## src/rtl/uart_tx.sv

```systemverilog
// uart_tx: FIFO-fed UART transmitter (8N1-style framing, no parity).
// Pulls one word per frame from an upstream FIFO and serializes it
// LSB first between a low start bit and a high stop bit.
module uart_tx #(
   parameter int DATA_WIDTH   = 8,
   parameter int CLKS_PER_BIT = 16
) (
   input  logic                  clk,
   input  logic                  rst_n,
   input  logic [DATA_WIDTH-1:0] fifo_rdata,
   input  logic                  fifo_empty,
   output logic                  fifo_rd_en,
   output logic                  tx,
   output logic                  busy
);

   // Counter widths; keep at least one bit so a degenerate parameter
   // value never yields a zero-width vector.
   localparam int CW = (CLKS_PER_BIT > 1) ? $clog2(CLKS_PER_BIT) : 1;
   localparam int IW = (DATA_WIDTH > 1) ? $clog2(DATA_WIDTH) : 1;
   localparam logic [CW-1:0] BAUD_LAST = CW'(CLKS_PER_BIT - 1);
   localparam logic [IW-1:0] BIT_LAST  = IW'(DATA_WIDTH - 1);

   typedef enum logic [2:0] {IDLE, FETCH, START, DATA, STOP} state_t;

   state_t                state, state_nxt;
   logic [CW-1:0]         baud_cnt, baud_nxt;
   logic [IW-1:0]         bit_idx, bit_nxt;
   logic [DATA_WIDTH-1:0] shreg, shreg_nxt;
   logic                  tx_q, tx_nxt;
   logic                  bit_end;

   // The counter only ever reaches BAUD_LAST, so it never wraps even when
   // CLKS_PER_BIT is a power of two.
   assign bit_end = (baud_cnt == BAUD_LAST);

   // Read strobe is gated by rst_n so no read can be issued while in reset.
   assign fifo_rd_en = rst_n && (state == IDLE) && !fifo_empty;
   assign busy       = (state != IDLE);
   assign tx         = tx_q;

   // Next-state logic; tx_nxt is the line level for the state being
   // entered, so tx is registered yet aligned with the state.
   always_comb begin
      state_nxt = state;
      baud_nxt  = baud_cnt;
      bit_nxt   = bit_idx;
      shreg_nxt = shreg;
      tx_nxt    = tx_q;
      case (state)
         IDLE: begin
            tx_nxt   = 1'b1;
            baud_nxt = '0;
            if (fifo_rd_en) state_nxt = FETCH;
         end
         FETCH: begin
            // Read data is valid the cycle after the accepted strobe.
            shreg_nxt = fifo_rdata;
            baud_nxt  = '0;
            bit_nxt   = '0;
            tx_nxt    = 1'b0;
            state_nxt = START;
         end
         START: begin
            if (bit_end) begin
               baud_nxt  = '0;
               tx_nxt    = shreg[0];
               state_nxt = DATA;
            end else begin
               baud_nxt = baud_cnt + 1'b1;
            end
         end
         DATA: begin
            if (bit_end) begin
               baud_nxt  = '0;
               shreg_nxt = shreg >> 1;
               if (bit_idx == BIT_LAST) begin
                  tx_nxt    = 1'b1;
                  bit_nxt   = '0;
                  state_nxt = STOP;
               end else begin
                  tx_nxt  = shreg_nxt[0];
                  bit_nxt = bit_idx + 1'b1;
               end
            end else begin
               baud_nxt = baud_cnt + 1'b1;
            end
         end
         STOP: begin
            if (bit_end) begin
               baud_nxt  = '0;
               tx_nxt    = 1'b1;
               state_nxt = IDLE;
            end else begin
               baud_nxt = baud_cnt + 1'b1;
            end
         end
         default: begin
            baud_nxt  = '0;
            bit_nxt   = '0;
            tx_nxt    = 1'b1;
            state_nxt = IDLE;
         end
      endcase
   end

   // State and datapath registers; reset aborts any frame and idles the line.
   always_ff @(posedge clk or negedge rst_n) begin
      if (!rst_n) begin
         state    <= IDLE;
         baud_cnt <= '0;
         bit_idx  <= '0;
         shreg    <= '0;
         tx_q     <= 1'b1;
      end else begin
         state    <= state_nxt;
         baud_cnt <= baud_nxt;
         bit_idx  <= bit_nxt;
         shreg    <= shreg_nxt;
         tx_q     <= tx_nxt;
      end
   end

endmodule

```

## config.mk

```make
export PLATFORM = sky130hd
export DESIGN_NAME = uart_tx
export DESIGN_NICKNAME = d
export VERILOG_FILES = /design/src/rtl/uart_tx.sv
export SDC_FILE = /design/constraint.sdc
export NUM_CORES = 1
export LEC_CHECK = 0
export ABC_CLOCK_PERIOD_IN_PS = 3250
export BUFFER_PORTS_ARGS = -buffer_cell sky130_fd_sc_hd__clkbuf_2
export CAP_MARGIN = 5
export CELL_PAD_IN_SITES_DETAIL_PLACEMENT = 2
export CELL_PAD_IN_SITES_GLOBAL_PLACEMENT = 2
export CORE_MARGIN = 8
export CORE_UTILIZATION = 23
export CTS_BUF_LIST = sky130_fd_sc_hd__clkbuf_8
export DETAILED_ROUTE_END_ITERATION = 12
export PLACE_DENSITY_LB_ADDON = 0.2
export SLEW_MARGIN = 25
export SYNTH_ARGS = -nofsm -noshare
export SYNTH_HDL_FRONTEND = slang
export SYNTH_SLANG_ARGS = --single-unit
```

## constraint.sdc

```tcl
create_clock -name clk -period 3.25 [get_ports clk]
set_input_delay 0 -clock clk [delete_from_list [all_inputs] [get_ports clk]]
set_output_delay 0 -clock clk [all_outputs]
set_load 0.005 [all_outputs]
```

### Yosys cells after proc, flatten, opt, wreduce, memory -nomap -nowiden

Index checks and enable logic that the tools add are counted.

| word-level totals | value |
|---|---|
| flip-flop bits (word level) | 19 |
| output and inout port bits | 3 |
| word-level logic and storage cells | 49 |

| operators by class | value |
|---|---|
| add/subtract/negate cells | 2 |
| eq/ne operators | 11 |
| mux-type cells | 18 |
| bitwise gates (word level) | 1 |
| reduce and logical (&&, ||, !) cells | 12 |

Operators by type and width:

| kind | number |
|---|---|
| two-way mux 3 bit | 7 |
| case mux 8 bit (2 select lines) | 1 |
| case mux 3 bit (5 select lines) | 1 |
| != test 2 bit, second input constant | 5 |
| two-way mux 4 bit | 2 |
| two-way mux 8 bit | 1 |
| equality test 3 x 2 -> 1 bit, second input constant | 2 |
| equality test 3 bit, second input constant | 2 |
| case mux 3 bit (2 select lines) | 1 |
| OR reduction 3 bit | 2 |
| AND reduction 5 bit | 1 |
| adder 4 x 1 -> 4 bit, second input constant | 1 |
| equality test 4 bit, second input constant | 1 |
| two-way mux 1 bit | 4 |
| case mux 1 bit (4 select lines) | 1 |
| AND reduction 2 bit | 2 |
| adder 3 x 1 -> 3 bit, second input constant | 1 |
| equality test 3 x 1 -> 1 bit, second input constant | 1 |
| logical NOT 3 bit | 1 |
| AND reduction 3 bit | 1 |
| nonzero test 3 bit | 1 |
| logical AND 1 bit | 2 |
| nonzero test 2 bit | 1 |
| logical NOT 1 bit | 1 |
| inverter 1 bit | 1 |

### Logic depth before layout (Yosys ltp)

Gate-level depths: netlist of the first run.

| logic depth | value |
|---|---|
| depth after elaboration | 5 |
| depth in mapped cells | 5 |
| mapped depth without buffers | 5 |

### Worst setup path after synthesis of the first run

Ideal clock, no wire load.

| timing path | value |
|---|---|
| path type | reg2reg |
| start | reg baud_cnt[0] |
| end | reg shreg[0] |
| data arrival time | 1.381 ns |
| required time | 3.125 ns |
| setup slack | 1.744 ns |
| stages on the path, launching flop included | 5 |
| cells stage by stage | dfrtp_1 -> ha_1 -> nand3_2 -> a21oi_4 -> mux2_2 |

| between the ends | value |
|---|---|
| word-level cells in the longest chain between the ends | 3 |

RTL lines:

| item | RTL line | RTL |
|---|---|---|
| start: declaration | 27 | `logic [CW-1:0] baud_cnt, baud_nxt;` |
| start signal: assignment | 117 | `baud_cnt <= baud_nxt;` |
| equality test 4 bit | 35 | `assign bit_end = (baud_cnt == BAUD_LAST);` |
| != test 2 bit (no line) | - |  |
| AND reduction 2 bit (no line) | - |  |
| end signal: assignment | 119 | `shreg <= shreg_nxt;` |
| end: declaration | 29 | `logic [DATA_WIDTH-1:0] shreg, shreg_nxt;` |

No other way between the ends.
A chain may end at the register's enable or synchronous reset.

### Final worst setup path of the first run

| timing path | value |
|---|---|
| start | reg baud_cnt[0] |
| end | reg shreg[4] |

The elaborated chain is that of the path after synthesis.

==> metrics.txt, run 1 <==
outcome=finished clean; crit path capture type=flip-flop; Vias/cell=4.939; Final min period=~1.8 ns; max-cap viol count=0; layout cells sized above 1=26.61%; Total GRT Usage=8.198%; critical path peak fanout=8; Initial Utilization=23.30%; gr busiest metal=met2; WL final=2.692 mm; largest net degree at the start of global routing=22; Clock Skews=between 0.005 and 0.006 ns; initial antenna violation count=0; PortBufs=13; global placement routability congestion=between 0.7 and 0.8; worst slew pin tran=0.5741 ns; Max stage delay on crit path=around 0.40 ns; final count of pins violating max slew=0; Skew-Pair Late Insertion Delay=0.26 ns; WP data arrival=1.91 ns; Root Driver=clkbuf_8; clk sink count=19; setup ws final=about 1.5 ns; TritonCTS clock tree=built; cts repair resizes=0; Area growth, synth to finish=15.08%; GR met1 Demand/Resource=between 10% and 20%; CP Launch Type=flip-flop; WP buf/inv=0; met3 usage=2.829%; Die Footprint=0.007137 sq mm; asr flop ratio synth=100.0%; unrepaired setup endpoints after global routing=no; die width=84.48 um; H-tree Lvls=1; critical path class=reg2reg; Setup WS pre-CTS=1.475 ns; crit share post-route=54.37%; HPWL after detailed placement=1.894 mm; Syn Std Cell Area=0.001079 sq mm; cts bufs inserted=3; synth warn=0; setup_tns=0 ns; Initial DRT Pass Iterations=4; post-synthesis sequential area ratio=about 44%; Post-synth top flop=dfrtp_1; I/O pins=14; Leak=0.5321 nW; EDFF count, synth=0; first-pass GRT wire length=4.754 mm; number of unique standard cell types used by synthesis=34; number of setup buffers added after CTS=0; CTS hold repair buffers=1; clock tree buffer depth=2; most frequent cells in the layout=dfrtp_1, clkbuf_2, mux2_2; reg-to-reg slack, setup=1.48 ns; Net Count, Synth=110; Avg Inst Size Synth=11.23 sq um; synthesized flop and latch total=19; most common cell after layout, fill and taps aside=dfrtp_1; Synth Instances=96; cell row count=25; slew margin rel.=roughly three fifths; # diodes=0; Clk pin slew, worst setup/hold paths=0.08 ns; worst path required time=3.40 ns; Routed Antenna Nets=0; initial DRC count=32; maximum VDD drop=0.1882 mV; chip height=roughly 84 um; GR met2 Demand/Resource=13.17%; vias in the first global route=934; critical-path cell list=ha_1 -> nand3_2 -> a21oi_4 -> mux2_2; Max Fclk=566.0 MHz; Crit-path slowest cell=dfrtp_1; # DRC=0; crit-path leading delay family=flip-flops; Core Area=around 0.0046 sq mm; final hold violations=0; Layout Utilization=~27%; layout net count=around 120; worst hold margin=0.08443 ns; grt ovf=0; WL/cell=16.52 um; # setup viols final=0; total number of vias=805; hold crit path type=in2reg; Pwr Density=854.4 mW/mm^2
==> logic make-up after synthesis <==
group                      after synthesis  synth area share (%)
DFF                                     19                 44.20
AOI/OAI and AO/OA                       19                 12.88
xor gates and xnor gates                 1                0.8122
and+or+nand+nor                         31                 19.61
buffers and inverters                    8                 3.364
muxes                                   15                 15.66
adders and majority gates                3                 3.481
==> metal layers <==
layer / share of wire, % / wire (um) / up-vias
li1: - / - / 383
met1: 49 / 1312 / 404
met2: 46 / 1234 / 16
met3: 4.8 / 128 / 2
met4: 0.67 / 18 / 0
met5: 0 / 0 / -
==> sequential cells by signal (all words and copies together) (netlist names) <==
register	count
baud_cnt	4
bit_idx	3
shreg	8
state	3
tx	1
==> worst register-to-register path, stage by stage (launching register included) <==
cell and delay, ns:
dfrtp_1 0.40, ha_1 0.26, nand3_2 0.24, a21oi_4 0.38, mux2_2 0.38
==> path summary, 6_finish.rpt <==
kind / start / endpoint / cells past startpoint
setup / recovery: baud_cnt[0] / shreg[4] / 4
hold / removal: fifo_rdata[2] / shreg[2] / 3
setup reg to reg: baud_cnt[0] / shreg[4] / 4
hold reg to reg: shreg[7] / shreg[7] / 1
max in group asynchronous: rst_n / tx / 2
min in group asynchronous: rst_n / bit_idx[0] / 2
==> metrics by stage <==
stage | instances | cell area [sq um] | power [mW]
detailed placement | 158 | 1186 | 0.9076
global placement | 158 | 1186 | 0.8771
finish | 163 | 1241 | 1.060
CTS | 163 | 1241 | 1.085
global route | 163 | 1241 | 1.169
floorplan | 96 | 1079 | 0.7843
==> area by class of cell <==
cell class	count	area [sq um]
timing repair buffer	14	75.07
clock buffer	3	41.29
clock inverter	1	3.754
sequential	19	476.7
inverter	3	11.26
multi-input combinational	69	565.5
fill	524	3388
tap	54	67.56
==> Yosys cell counts, types with 3 or more instances <==
cell      instances  area, sq um
mux2_2            8        90.09
a221oi_1          3        26.28
inv_1             3        11.26
ha_1              3        37.54
and3b_1           3        26.28
nor2_1            5        18.77
mux2_1            7        78.83
nand3_1           4        20.02
buf_2             5        25.02
nor3b_1           5        37.54
o21ai_0           5        25.02
dfrtp_1          18        450.4
==> power breakdown <==
group / switching (mW) / internal [mW] / leakage, nW
Clock: 0.0844 / 0.0841 / 0.0269
Combinational: 0.197 / 0.240 / 0.282
Sequential: 0.115 / 0.340 / 0.223
Total: 0.397 / 0.664 / 0.532
(Power assumes the default switching activity.)
==> run 2: changes to the inputs <==
- ABC_CLOCK_PERIOD_IN_PS: 3250 -> 1700
- clock period: 3.25 -> 1.7 ns (I/O delays scaled with it)
==> run 2 against run 1 <==
  * Count of clock-buffer cells in the layout unchanged
  * Clock skew is 0.0021 ns lower
  * Largest cell class unchanged
  * Sequential share of layout area shrank 1.9 points
  * Critical path depth did not move
  * Combinational power up 120%
==> metrics.txt, run 2 (synthesis results as in run 1) <==
cts bufs inserted=3; Die Footprint=0.007137 sq mm; Max stage delay on crit path=0.41 ns; cell row count=25; critical-path cell list=ha_1 -> nand3_2 -> a21oi_4 -> mux2_2; DP Area=0.001246 sq mm; reg2reg start=baud_cnt[0]; clock tree buffer depth=2; total number of vias=852; largest net degree at the start of global routing=14; # diodes=0; Final min period=between 1.5 and 2 ns; Max Fclk=635.3 MHz; Initial DRT Pass Iterations=4; # setup viols final=0; GR met1 Demand/Resource=10.24%; setup ws final=0.1259 ns; crit share post-route=92.60%; biggest regs=shreg x8, baud_cnt x4; grt ovf=0; register area=479.2 sq um; Largest register FFs=8; chip height=84.48 um; Pwr Density=1596 mW/mm^2; max-cap viol count=0; Leak=between 0.5 and 0.6 nW; unrepaired setup endpoints after global routing=no; global placement routability congestion=approximately 0.69; vias in the first global route=1,023; slew margin rel.=77.26%; setup_tns=0 ns; WL final=2.838 mm; HPWL after detailed placement=~2.2 mm; Core Area=approximately 0.0046 sq mm; most common cell after layout, fill and taps aside=dfrtp_1; Final Cell Area=0.001311 sq mm; Largest Register=shreg; final count of pins violating max slew=0; Crit-path slowest cell=dfrtp_1; Layout Utilization=28.32%; worst slew pin tran=around 0.34 ns; Routed Antenna Nets=0; Initial Utilization=23.30%; multi-input logic area=565.5 sq um; Setup WS pre-CTS=0.1114 ns; CP startpoint=baud_cnt[0]; PortBufs=13; initial antenna violation count=0; initial DRC count=18; final hold violations=0; CP Launch Type=flip-flop; fillers=509; most frequent cells in the layout=dfrtp_1, clkbuf_2, buf_4; hold crit path type=in2reg; Total GRT Usage=under 10%; met3 usage=roughly 2.0%; die width=84.48 um; clk sink count=19; critical path class=reg2reg; Skew-Pair Late Insertion Delay=~0.26 ns; Clk pin slew, worst setup/hold paths=0.08 ns; Vias/cell=4.953; # DRC=0; crit path capture type=flip-flop; WL/cell=16.50 um; critical path peak fanout=8; H-tree Lvls=1; gr busiest metal=met2; layout cells sized above 1=33.90%; outcome=finished clean; I/O pins=14; maximum VDD drop=0.4637 mV; WP data arrival=approximately 1.7 ns; Area growth, synth to finish=21.58%; GR met2 Demand/Resource=14.46%; Hold Startpoint=fifo_rdata[0]; worst path required time=around 1.9 ns; Clock Skews=0.003168 ns; TritonCTS clock tree=built; first-pass GRT wire length=4.961 mm; Root Driver=clkbuf_8; layout net count=roughly 130
-- run 2: cell types whose count changed in the layout (fill, tap and decap cells not counted) --
| cell | before | now |
|---|---|---|
| buf_4 | 0 | 9 |
| dfrtp_1 | 18 | 16 |
| dfrtp_2 | 0 | 2 |
-- run 2: final timing paths --
check                              to  cells past startpoint  slack, ns
hold reg to reg              shreg[5]                      1       0.51
min in group asynchronous  bit_idx[0]                      2       0.13
setup reg to reg             shreg[1]                      4       0.13
setup / recovery             shreg[1]                      4       0.13
hold / removal               shreg[0]                      3       0.08
max in group asynchronous    state[0]                      3       1.11
-- run 2: metrics by stage --
stage	hold slack [ns]	power [mW]	cells
6_report	0.08223	2.093	172
5_1_grt	0.09325	2.269	172
4_1_cts	0.07597	2.137	171
3_5_place_dp	-0.1211	1.796	166
3_3_place_gp	-0.1280	1.736	166
2_1_floorplan	-0.2956	1.499	96
-- run 2: report_power, final --
group          switching [mW]  internal, mW  total [mW]
Sequential              0.164         0.654       0.818
Clock                   0.160         0.161       0.321
Combinational           0.445         0.508       0.954
-- run 2: layout make-up --
| cell class | instances | area share (%) |
|---|---|---|
| timing repair buffer | 23 | 10.88 |
| tap | 54 | 5.153 |
| multi-input combinational | 69 | 43.13 |
| clock inverter | 1 | 0.2863 |
| inverter | 3 | 0.8588 |
| clock buffer | 3 | 3.149 |
| sequential | 19 | 36.55 |
-- run 2: what timing repair did --
action | CTS | global route
setup endpoints to repair | 1 | 1
hold buffers | 1 | 0
endpoints found under the hold margin | 19 | 0
pin swaps | 0 | 0
gates resized for setup | 1 | 1
buffers inserted | 0 | 1
-- run 2: critical path, delay by kind of cell (launching register included) --
| family | cells | cell delay, ns |
|---|---|---|
| flip-flops | 1 | 0.41 |
| AO/OA/AOI/OAI | 1 | 0.30 |
| multiplexers | 1 | 0.37 |
| AND/OR/NAND/NOR | 1 | 0.12 |
| adder cells (fa/ha/maj) | 1 | 0.26 |
-- run 2: per-layer routing --
metal  part of all wire (%)  wire length, um
met5                      0                0
met4                   0.60               17
met3                    3.2               92
met2                     50             1428
met1                     46             1299
